[config.mk]
export PLATFORM = sky130hd
export DESIGN_NAME = iterative_shifter
export DESIGN_NICKNAME = d
export VERILOG_FILES = /design/src/rtl/shifter_pkg.sv /design/src/rtl/shift_step_unit.sv /design/src/rtl/iterative_shifter.sv
export SDC_FILE = /design/constraint.sdc
export NUM_CORES = 1
export LEC_CHECK = 0
export ABC_CLOCK_PERIOD_IN_PS = 5000
export BUFFER_PORTS_ARGS = -buffer_cell sky130_fd_sc_hd__buf_2
export CAP_MARGIN = 20
export CORE_MARGIN = 4
export CORE_UTILIZATION = 40
export CTS_BUF_LIST = sky130_fd_sc_hd__clkbuf_8 sky130_fd_sc_hd__clkbuf_16
export DETAILED_ROUTE_END_ITERATION = 10
export PLACE_DENSITY_LB_ADDON = 0.08
export SLEW_MARGIN = 10
export SYNTH_ARGS = -nofsm -noshare
export SYNTH_HDL_FRONTEND = slang
export SYNTH_HIERARCHICAL = 1
export SYNTH_SLANG_ARGS = --single-unit
[constraint.sdc]
create_clock -name clock -period 5 [get_ports clock]
set_clock_uncertainty 0.1 [all_clocks]
set_input_delay 0.25 -clock clock [delete_from_list [all_inputs] [get_ports clock]]
set_output_delay 0.25 -clock clock [all_outputs]
set_load 0.05 [all_outputs]
[src/rtl/shifter_pkg.sv]
// Shared encodings for the iterative shifter: operation codes and FSM states.
package shifter_pkg;

  typedef enum logic [1:0] {
    OP_SLL = 2'b00,
    OP_SRL = 2'b01,
    OP_SRA = 2'b10,
    OP_ROR = 2'b11
  } op_e;

  typedef enum logic [1:0] {
    ST_IDLE  = 2'b00,
    ST_SHIFT = 2'b01,
    ST_DONE  = 2'b10
  } state_e;

endpackage

[src/rtl/shift_step_unit.sv]
// Combinational shift of up to STEP bits, built as binary-weighted stages
// (1, 2, 4, ... bits), each applying the selected operation when enabled.
module shift_step_unit
  import shifter_pkg::*;
#(
  parameter  int WIDTH = 32,
  parameter  int STEP  = 4,
  localparam int S_W   = $clog2(STEP + 1)
) (
  input  logic [WIDTH-1:0] work,
  input  op_e              op,
  input  logic [S_W-1:0]   s,
  output logic [WIDTH-1:0] shifted
);

  function automatic logic [WIDTH-1:0] apply(input logic [WIDTH-1:0] x, input op_e o,
                                             input int amt);
    logic [WIDTH-1:0] r;
    case (o)
      OP_SLL:  r = x << amt;
      OP_SRL:  r = x >> amt;
      OP_SRA:  r = WIDTH'($signed(x) >>> amt);
      default: r = (x >> amt) | (x << (WIDTH - amt));
    endcase
    return r;
  endfunction

  logic [WIDTH-1:0] stage [S_W+1];

  assign stage[0] = work;

  for (genvar i = 0; i < S_W; i++) begin : g_stage
    localparam int AMT = 1 << i;
    assign stage[i+1] = s[i] ? apply(stage[i], op, AMT) : stage[i];
  end

  assign shifted = stage[S_W];

endmodule

[src/rtl/iterative_shifter.sv]
// Multi-cycle SLL/SRL/SRA/ROR unit that consumes up to STEP bits of the shift
// amount per clock, with a start/ready/valid handshake.
module iterative_shifter
  import shifter_pkg::*;
#(
  parameter  int WIDTH   = 32,
  parameter  int STEP    = 4,
  localparam int SHAMT_W = $clog2(WIDTH)
) (
  input  logic               clock,
  input  logic               reset,
  input  logic               start,
  input  logic [1:0]         ctrl_op,
  input  logic [SHAMT_W-1:0] ctrl_shiftamt,
  input  logic [WIDTH-1:0]   data_operandA,
  output logic               ready,
  output logic               busy,
  output logic               result_valid,
  output logic [WIDTH-1:0]   data_result
);

  localparam int S_W = $clog2(STEP + 1);

  state_e             state_q, state_d;
  op_e                op_q, op_d, op_src;
  logic [WIDTH-1:0]   work_q, work_d, work_src, shifted;
  logic [WIDTH-1:0]   result_q, result_d;
  logic [SHAMT_W-1:0] cnt_q, cnt_d, cnt_src, cnt_rem;
  logic [S_W-1:0]     s;
  logic               accept;

  assign accept = start && (state_q != ST_SHIFT);

  // The accept edge already performs the first step, so an operation needs
  // max(1, ceil(shamt/STEP)) edges from accept to result_valid.
  always_comb begin
    if (state_q == ST_SHIFT) begin
      work_src = work_q;
      op_src   = op_q;
      cnt_src  = cnt_q;
    end else begin
      work_src = data_operandA;
      op_src   = op_e'(ctrl_op);
      cnt_src  = ctrl_shiftamt;
    end
    if (int'(cnt_src) > STEP) s = S_W'(STEP);
    else                      s = S_W'(cnt_src);
    cnt_rem = cnt_src - SHAMT_W'(s);
  end

  shift_step_unit #(
    .WIDTH (WIDTH),
    .STEP  (STEP)
  ) u_step (
    .work    (work_src),
    .op      (op_src),
    .s       (s),
    .shifted (shifted)
  );

  // NOTE: every signal is given its hold value first so no path leaves it unassigned (no latches).
  always_comb begin
    state_d  = state_q;
    work_d   = work_q;
    cnt_d    = cnt_q;
    op_d     = op_q;
    result_d = result_q;
    if ((state_q == ST_SHIFT) || accept) begin
      work_d = shifted;
      cnt_d  = cnt_rem;
      op_d   = op_src;
      if (cnt_rem == '0) begin
        state_d  = ST_DONE;
        result_d = shifted;
      end else begin
        state_d  = ST_SHIFT;
      end
    end else begin
      state_d = ST_IDLE;
    end
  end

  // NOTE: state registers use non-blocking assignments so all flops update from pre-edge values.
  always_ff @(posedge clock) begin
    if (!reset) begin
      state_q  <= ST_IDLE;
      work_q   <= '0;
      cnt_q    <= '0;
      op_q     <= OP_SLL;
      result_q <= '0;
    end else begin
      state_q  <= state_d;
      work_q   <= work_d;
      cnt_q    <= cnt_d;
      op_q     <= op_d;
      result_q <= result_d;
    end
  end

  assign ready        = (state_q != ST_SHIFT);
  assign busy         = (state_q == ST_SHIFT);
  assign result_valid = (state_q == ST_DONE);
  assign data_result  = result_q;

endmodule
==> metrics.cfg, run 1 <==
[status]
outcome = finished clean

[power_and_ir_drop]
p_int_mw = 1.45
pwr-share-comb_pct = 47.6
pwr-share-seq_pct = 26.8
p_leak_nw = 2.80
p_clk_share_pct = 25.6
p_per_area_nw_per_um2 = 368
p_switching_mw = 1.14
swShare_pct = 44.0
ir_drop_uv = 196

[clock_network]
h-tree-depth = 3
clockBufferDepth = 2
insertion_delay_ps = 350
cts_tree = built
cts_resized = 0
cts_buffers = 9
cts_sinks = 73
post_cts_buffers = 0
clkTransAtPathRegs_ps = 60
cts_root_buffer = clkbuf_16
cts_hold_buf = 0

[worst_setup_path]
cpPeakStageDelay_ps = 550
cp_num_buf_inv = 3
worstPathArrival_ps = 4140
cp_common_cell = inv_2
path_cells = nand2b_2 -> inv_2 -> o31ai_1 -> and2_1 -> inv_1 -> nor2_4 -> inv_2 -> mux4_2 -> a21oi_1 -> o31a_1 -> o221ai_1 -> nand2_1 -> mux2i_1
crit_family = simple AND/OR/NAND/NOR gates
cpMaxStageDelayCell = nor2_4
cp_max_fo = 23
critPathLaunchType = flip-flop
worstSetupEndpointType = flip-flop
path_class = reg2reg
r2r_slack_ps = 990
worstPathRequired_ps = 5130

[routing]
vias_per_cell = 5.83
vias = 6760
drtIter0Drc = 780
wirelength_um = 21000
first_pass_iters = 5
wl_per_cell_um = 18.1
drc = 0
ant_nets = 0

[synthesis]
netlist_top_cells_count = nand2_1, dfxtp_1, nor2_1
synth_top_area_cell = dfxtp_1
synth_area_um2 = 6300
synth_flop_cell = dfxtp_1
ys_ff_latch = 73
yosys_warnings = 6
async_flop_share_pct = 0
synth_edf_count = 0
synth_fp_nets = 959
synth_most_common_cell = nand2_1
synth_area_leaders = dfxtp_1, nand2_1, mux2i_1
synthCells = 915
synth_area_per_cell_um2 = 6.89
synth_cell_type_count = 73
yosys.area.top_type_share_pct = 23.2
ys_seq_area_share_pct = 23.2

[place]
place_hpwl_um = 14900
placed_area_um2 = 6740
io_buffers = 76
gp_congestion = 0.912

[timing]
setup_tns_ps = 0
relSlewSlack_pct = 36.9
min_period_ps = 4010
worst_pin_slew_ps = 947
final-max-slew-violation-count = 0
finalCritPeriodShare_pct = 80.2
fmax_mhz = 249
setup_viol = 0
hold_viol = 0
rsz0062_at_grt = no

[finish]
nNetsFinal = 987
fillers = 1646
fin_util_pct = 46.0
diodes = 0
design_area_um2 = 7040
syn2layout_area_growth_pct = 11.6
layout-drive-gt1-share_pct = 15.7

[worst_hold_path]
min_path_type = in2reg

[job]
max-cap-violations = 0

[global_route]
antenna_found_initial = 0
grt_start_max_net_pins = 58
grt_pass1_wl_um = 34000
grt_pass1_vias = 6338
grt_usage_pct = 23.4
grt_remaining_overflow = 0

[die]
placeableCoreArea_um2 = 15300
fp.dieH_um = 134
start_util_pct = 41.2
chipWidth_um = 134
dieArea_um2 = 17800
ios = 77
std_cell_rows = 45

[state kept, by name (all words and copies together), names as in the netlist]
register     count
data_result     32
work_q          32
cnt_q            5
op_q             2
state_q          2
[cells in the final DEF, fill, tap and decap left out, types with 5 or more instances in the layout]
| cell | instances |
|---|---|
| nor2_1 | 48 |
| a311oi_1 | 22 |
| a211oi_1 | 20 |
| dfxtp_1 | 73 |
| inv_1 | 5 |
| o211ai_1 | 12 |
| mux2i_1 | 49 |
| a21boi_0 | 19 |
| buf_2 | 76 |
| nand3_1 | 15 |
| buf_4 | 20 |
| a31oi_1 | 15 |
| nand2b_1 | 8 |
| a21oi_1 | 41 |
| and2_1 | 7 |
| a211o_1 | 5 |
| o21a_1 | 7 |
| o21ai_0 | 34 |
| clkbuf_16 | 9 |
| a21boi_1 | 20 |
| mux2_2 | 6 |
| nor2b_1 | 9 |
| o22ai_1 | 12 |
| nor3_1 | 17 |
| nand2_1 | 304 |
[power groups by stage]
stage          clock [mW]  sequential (mW)  combinational (mW)
2_1_floorplan           0            0.761               0.863
3_3_place_gp            0            0.705                1.22
3_5_place_dp            0            0.705                1.21
4_1_cts             0.678            0.693                1.22
5_1_grt             0.699            0.703                1.35
6_report            0.662            0.693                1.23
[per-stage QoR]
stage,hold slack [ps],total power [mW],worst slack [ps],std cells
5_1_grt,130,2.75,649,1159
6_report,102,2.59,991,1159
2_1_floorplan,309,1.62,1750,915
3_5_place_dp,342,1.92,1070,1143
4_1_cts,88.1,2.59,1040,1159
3_3_place_gp,341,1.93,1140,1143
[metal layers]
| metal | wire length, um | track usage (%) |
|---|---|---|
| met3 | 1170 | 3.78 |
| met2 | 9390 | 36.3 |
| met1 | 10100 | 33.4 |
| met5 | 0 | 0 |
| met4 | 357 | 6.97 |
[cell families (layout without fill, tap and decap cells)]
group | Yosys count | in the layout | synth area share, %
AOI/OAI and AO/OA | 249 | 249 | 28.5
xor gates and xnor gates | 1 | 1 | 0.139
adders and majority gates | 2 | 2 | 0.397
buffers and inverters | 89 | 122 | 7.50
DFF | 73 | 73 | 23.2
muxes | 60 | 60 | 10.5
other | 2 | 2 | 0.119
and+or+nand+nor | 439 | 439 | 29.7
[tightest hold or removal path, stage by stage]
cell and delay (ps):
buf_2 120, nand4_1 60, a21boi_0 70
[worst paths after layout]
path                           start                      endpoint  cells past startpoint
max            state_q[1]$_SDFF_PN0_  data_result[31]$_SDFFE_PN0P_                     13
min                 ctrl_shiftamt[0]         cnt_q[0]$_SDFFE_PN0N_                      3
max reg2reg    state_q[1]$_SDFF_PN0_  data_result[31]$_SDFFE_PN0P_                     13
min reg2reg  work_q[24]$_SDFFE_PN0N_       work_q[24]$_SDFFE_PN0N_                      2
[final cells by class]
class	count	area [um^2]	area share, %
clock buffers	9	225	3.20
flip-flops and latches	73	1460	20.8
multi-input cells	753	4380	62.3
inverters	6	22.5	0.320
clock inverters	7	71.3	1.01
well taps	211	264	3.75
repair buffers	100	611	8.67
(Power assumes the default switching activity.)
==> run 2, diff against run 1 <==
--- a/config.mk
+++ b/config.mk
@@ -5,7 +5,7 @@
 export SDC_FILE = /design/constraint.sdc
 export NUM_CORES = 1
 export LEC_CHECK = 0
-export ABC_CLOCK_PERIOD_IN_PS = 5000
+export ABC_CLOCK_PERIOD_IN_PS = 3600
 export BUFFER_PORTS_ARGS = -buffer_cell sky130_fd_sc_hd__buf_2
 export CAP_MARGIN = 20
 export CORE_MARGIN = 4
==> constraint.sdc (replaced) <==
create_clock -name clock -period 3.6 [get_ports clock]
set_clock_uncertainty 0.1 [all_clocks]
set_input_delay 0.18 -clock clock [delete_from_list [all_inputs] [get_ports clock]]
set_output_delay 0.18 -clock clock [all_outputs]
set_load 0.05 [all_outputs]
==> run 2 against run 1 <==
- final cell count grew 1.1%
- global-route usage rose by 0.26 points
- sequential cell count unchanged
- first-iteration DRC count rose by 3.8%
- largest cell class unchanged
- via count up 1.6%
- critical path depth shrank 1
- core utilization up 0.78 points
- clock-buffer cell count up 2
==> metrics.cfg, run 2 (same netlist as run 1, synthesis figures left out) <==
[global_route]
grt_remaining_overflow = 0
grt_pass1_wl_um = 34500
grt_pass1_vias = 6494
grt_usage_pct = 23.6
antenna_found_initial = 0
grt_start_max_net_pins = 66

[routing]
vias_per_cell = 5.86
vias = 6865
ant_nets = 0
drc = 0
drtIter0Drc = 810
wirelength_um = 21200
first_pass_iters = 6
wl_per_cell_um = 18.1

[worst_setup_path]
r2r_start = cnt_q[3]$_SDFFE_PN0N_
critPathLaunchType = flip-flop
path_class = reg2reg
r2r_end = data_result[13]$_SDFFE_PN0P_
worstPathArrival_ps = 3510
cp_max_fo = 24
worstRegToRegCells = 12
r2r_slack_ps = 260
worstPathRequired_ps = 3770
worstSetupEndpointType = flip-flop

[timing]
fin_ws_ps = 261
min_period_ps = 3340
fmax_mhz = 299
hold_viol = 0
rsz0062_at_grt = no
setup_tns_ps = 0
final-max-slew-violation-count = 0
setup_viol = 0
relSlewSlack_pct = 44.8
worst_pin_slew_ps = 828
finalCritPeriodShare_pct = 92.8

[finish]
final_common_cell = nand2_1
layout-drive-gt1-share_pct = 17.0
fin_util_pct = 46.7
final_cell_mix = nand2_1, buf_2, dfxtp_1
syn2layout_area_growth_pct = 13.6
nNetsFinal = 1000
fillers = 1658
diodes = 0

[place]
gp_congestion = 0.941
place_hpwl_um = 15100
io_buffers = 76
place_ws_ps = 221

[worst_hold_path]
min_path_type = in2reg
hold_end = cnt_q[0]$_SDFFE_PN0N_
min_path_cells = 3
min_from = ctrl_shiftamt[0]

[clock_network]
post_cts_buffers = 0
insertion_delay_ps = 350
h-tree-depth = 3
cts_root_buffer = clkbuf_16
clockBufferDepth = 2
clkTransAtPathRegs_ps = 60
cts_tree = built
cts_sinks = 73
cts_buffers = 9

[power_and_ir_drop]
pwr-share-comb_pct = 49.2
p_clk_share_pct = 24.0
p_switching_mw = 1.58
swShare_pct = 43.9
ir_drop_uv = 275
finalPower_mw = 3.59
pwr-share-seq_pct = 26.8
p_leak_nw = 2.86
p_per_area_nw_per_um2 = 502
p_int_mw = 2.02

[status]
outcome = finished clean

[die]
start_util_pct = 41.2
fp.dieH_um = 134
placeableCoreArea_um2 = 15300
dieArea_um2 = 17800
ios = 77
chipWidth_um = 134
std_cell_rows = 45

[job]
max-cap-violations = 0

## run 2: changes by cell type in the layout (fill, tap and decap cells not counted), sizes merged
cell,before,now
clkinvlp,2,3
buf,100,113
bufinv,1,0
clkbuf,9,11
inv,8,6
## run 2: layout make-up
type | count | area [um^2] | share of cell area (%)
Clock buffer | 11 | 253 | 3.53
Clock inverter | 5 | 31.3 | 0.437
Inverter | 6 | 23.8 | 0.332
Multi-Input combinational cell | 753 | 4390 | 61.3
Sequential cell | 73 | 1460 | 20.4
Tap cell | 211 | 264 | 3.69
Timing Repair Buffer | 113 | 737 | 10.3
## run 2: how the worst max path moves through the flow
stage / start / end
after floorplan: state_q[1]$_SDFF_PN0_ / work_q[29]$_SDFFE_PN0N_
after global placement: cnt_q[4]$_SDFFE_PN0N_ / data_result[16]$_SDFFE_PN0P_
after detailed placement: cnt_q[3]$_SDFFE_PN0N_ / data_result[13]$_SDFFE_PN0P_
after CTS: cnt_q[3]$_SDFFE_PN0N_ / data_result[13]$_SDFFE_PN0P_
after global routing: cnt_q[3]$_SDFFE_PN0N_ / data_result[24]$_SDFFE_PN0P_
final: cnt_q[3]$_SDFFE_PN0N_ / data_result[13]$_SDFFE_PN0P_
## run 2: power groups by stage
stage	Combinational, mW	Clock [mW]	Sequential [mW]
2_1_floorplan	1.20	0	1.06
3_3_place_gp	1.74	0	0.978
3_5_place_dp	1.73	0	0.980
4_1_cts	1.74	0.886	0.963
5_1_grt	1.93	0.924	0.977
6_report	1.77	0.862	0.962
## run 2: timing repair
action | in CTS | in global routing
setup endpoints to repair | 0 | 37
resized for setup | 0 | 3
hold buffers | 0 | 0
## run 2: stage by stage
| stage | cell area [um^2] | cells | hold slack, ps |
|---|---|---|---|
| finish | 7160 | 1172 | 51.9 |
| global route | 7160 | 1172 | 52.4 |
| CTS | 7150 | 1172 | 41.2 |
| detailed placement | 6870 | 1156 | 343 |
| global placement | 6870 | 1156 | 339 |
| floorplan | 6300 | 915 | 239 |
## run 2: critical path, stage by stage (launching register included)
cell,delay [ps]
dfxtp_1,330
or4b_1,530
o31ai_2,130
and2_1,220
inv_1,80
buf_4,220
nand2_1,120
ha_1,310
a2111oi_4,370
a221oi_2,110
nor3_4,270
buf_12,240
mux2i_1,210
## run 2: per-layer routing
metal / vias to the layer above / track usage, % / wire (um)
li1: 3326 / - / -
met1: 3198 / 32.6 / 9510
met2: 307 / 37.2 / 9660
met3: 34 / 3.89 / 1570
met4: 0 / 8.57 / 462
met5: - / 0 / 0
==> run 3, diff against run 2 <==
--- a/config.mk
+++ b/config.mk
@@ -16,5 +16,4 @@
 export SLEW_MARGIN = 10
 export SYNTH_ARGS = -nofsm -noshare
 export SYNTH_HDL_FRONTEND = slang
-export SYNTH_HIERARCHICAL = 1
 export SYNTH_SLANG_ARGS = --single-unit
==> run 3 against run 2 <==
- combinational power down 28%
- highest routed layer unchanged
- maximum frequency up 1.0%
- critical path depth down 1
- synthesized cell count down 21%
- core utilization up 1.6 points
- largest power group unchanged
==> metrics.cfg, run 3 <==
[clock_network]
insertion_delay_ps = 350
cts_resized = 0
cts_hold_buf = 0
cts_root_buffer = clkbuf_16
clockBufferDepth = 2
clkTransAtPathRegs_ps = 60
cts_buffers = 9
post_cts_buffers = 0
cts_tree = built
cts_sinks = 73
h-tree-depth = 3

[place]
placed_area_um2 = 5890
place_inst = 937
place_hpwl_um = 12900
gp_congestion = 0.890
io_buffers = 76

[worst_setup_path]
worstPathRequired_ps = 3770
r2r_start = state_q[0]$_SDFF_PN0_
worstSetupEndpointType = flip-flop
worstPathArrival_ps = 3480
worstRegToRegCells = 11
cp_max_fo = 32
path_class = reg2reg
r2r_slack_ps = 290
critPathLaunchType = flip-flop
r2r_end = data_result[29]$_SDFFE_PN0P_

[die]
dieArea_um2 = 15200
chipWidth_um = 123
placeableCoreArea_um2 = 12800
start_util_pct = 41.5
fp.dieH_um = 123
std_cell_rows = 41
ios = 77

[synthesis]
synth_fp_nets = 770
ys_ff_latch = 73
synth_area_per_cell_um2 = 7.32
synthCells = 727
synth_top_area_cell = dfxtp_1
synth_cell_type_count = 57
async_flop_share_pct = 0
synth_edf_count = 0
yosys_warnings = 0
synth_most_common_cell = a21oi_1
ys_seq_area_share_pct = 27.5
synth_flop_cell = dfxtp_1
yosys.area.top_type_share_pct = 27.5
synth_area_leaders = dfxtp_1, a21oi_1, o21ai_0
synth_area_um2 = 5320
netlist_top_cells_count = a21oi_1, o21ai_0, nand2_1

[job]
max-cap-violations = 0

[global_route]
grt_util_met3_pct = 4.67
grt_pass1_vias = 5599
grt_pass1_wl_um = 30100
grt_remaining_overflow = 0
grt_start_max_net_pins = 66
use_met1_pct = 33.5
grt_util_met2_pct = 40.0
grt_usage_pct = 25.1
antenna_found_initial = 0
grt.busiest_layer = met2

[routing]
drc = 0
wirelength_um = 19000
vias_per_cell = 6.38
first_pass_iters = 6
vias = 6077
wl_per_cell_um = 19.9
ant_nets = 0
drtIter0Drc = 602

[timing]
finalCritPeriodShare_pct = 91.8
rsz0062_at_grt = no
min_period_ps = 3310
fmax_mhz = 303
final-max-slew-violation-count = 0
hold_viol = 0
setup_tns_ps = 0
setup_viol = 0
worst_pin_slew_ps = 805
relSlewSlack_pct = 44.8

[finish]
layout-drive-gt1-share_pct = 19.1
final_cell_mix = a21oi_1, o21ai_0, nand2_1
nNetsFinal = 819
fillers = 1336
syn2layout_area_growth_pct = 16.6
diodes = 0
final_common_cell = a21oi_1
design_area_um2 = 6210
final_cells = 952

[power_and_ir_drop]
ir_drop_uv = 293
p_per_area_nw_per_um2 = 515
p_leak_nw = 2.54
finalPower_mw = 3.20

[worst_hold_path]
min_path_cells = 3
hold_end = op_q[0]$_SDFFE_PN0N_
min_from = ctrl_op[0]
min_path_type = in2reg

[status]
outcome = finished clean

==> run 3: metal layers <==
layer	wire length, um	vias to the layer above
met5	0	-
met4	566	0
met3	1480	47
met2	8700	333
met1	8210	2832
li1	-	2865
==> run 3: critical path: stages, from the launching register on <==
cell and delay (ps):
dfxtp_1 490, and3b_1 290, a21o_1 210, nand2_1 80, ha_1 220, a211oi_2 180, o221ai_1 180, or4_4 560
nor3_4 210, buf_4 330, nand2_1 180, o22ai_1 200
==> run 3: cell families (layout without fill, tap and decap cells) <==
family / count (synthesis) / count (layout) / synth area share, %
AOI/OAI and AO/OA: 300 / 300 / 33.0
adders and majority gates: 1 / 1 / 0.235
buffers and inverters: 75 / 128 / 6.60
DFF: 73 / 73 / 27.5
muxes: 59 / 59 / 13.4
other: 1 / 1 / 0.0704
and+or+nand+nor: 218 / 218 / 19.2
==> run 3: cell type report <==
class                   count  area, um^2  share of cell area (%)
clock buffers              10         239                    3.85
clock inverters             5        72.6                    1.17
inverters                   6        22.5                   0.363
multi-input cells         579        3540                    57.1
flip-flops and latches     73        1460                    23.5
well taps                 172         215                    3.47
repair buffers            107         651                    10.5
==> run 3: through the flow <==
step	hold WS (ps)	worst slack [ps]	utilization (%)
after floorplan	227	227	-
after global placement	339	388	45.9
after detailed placement	345	287	45.9
after CTS	19.2	251	48.3
after global routing	40.7	29.1	48.4
final	27.9	294	48.4
==> run 3: power by group <==
group	leakage [nW]	internal [mW]	switching [mW]
combinational	1.78	0.427	0.855
sequential	0.599	0.901	0.0510
clock	0.161	0.615	0.348
==> run 3: worst max-delay path by stage <==
stage,from,to
final,state_q[0]$_SDFF_PN0_,data_result[29]$_SDFFE_PN0P_
after global routing,state_q[1]$_SDFF_PN0_,data_result[26]$_SDFFE_PN0P_
after CTS,state_q[0]$_SDFF_PN0_,data_result[29]$_SDFFE_PN0P_
after detailed placement,state_q[0]$_SDFF_PN0_,data_result[29]$_SDFFE_PN0P_
after global placement,state_q[0]$_SDFF_PN0_,data_result[26]$_SDFFE_PN0P_
after floorplan,state_q[1]$_SDFF_PN0_,data_result[21]$_SDFFE_PN0P_
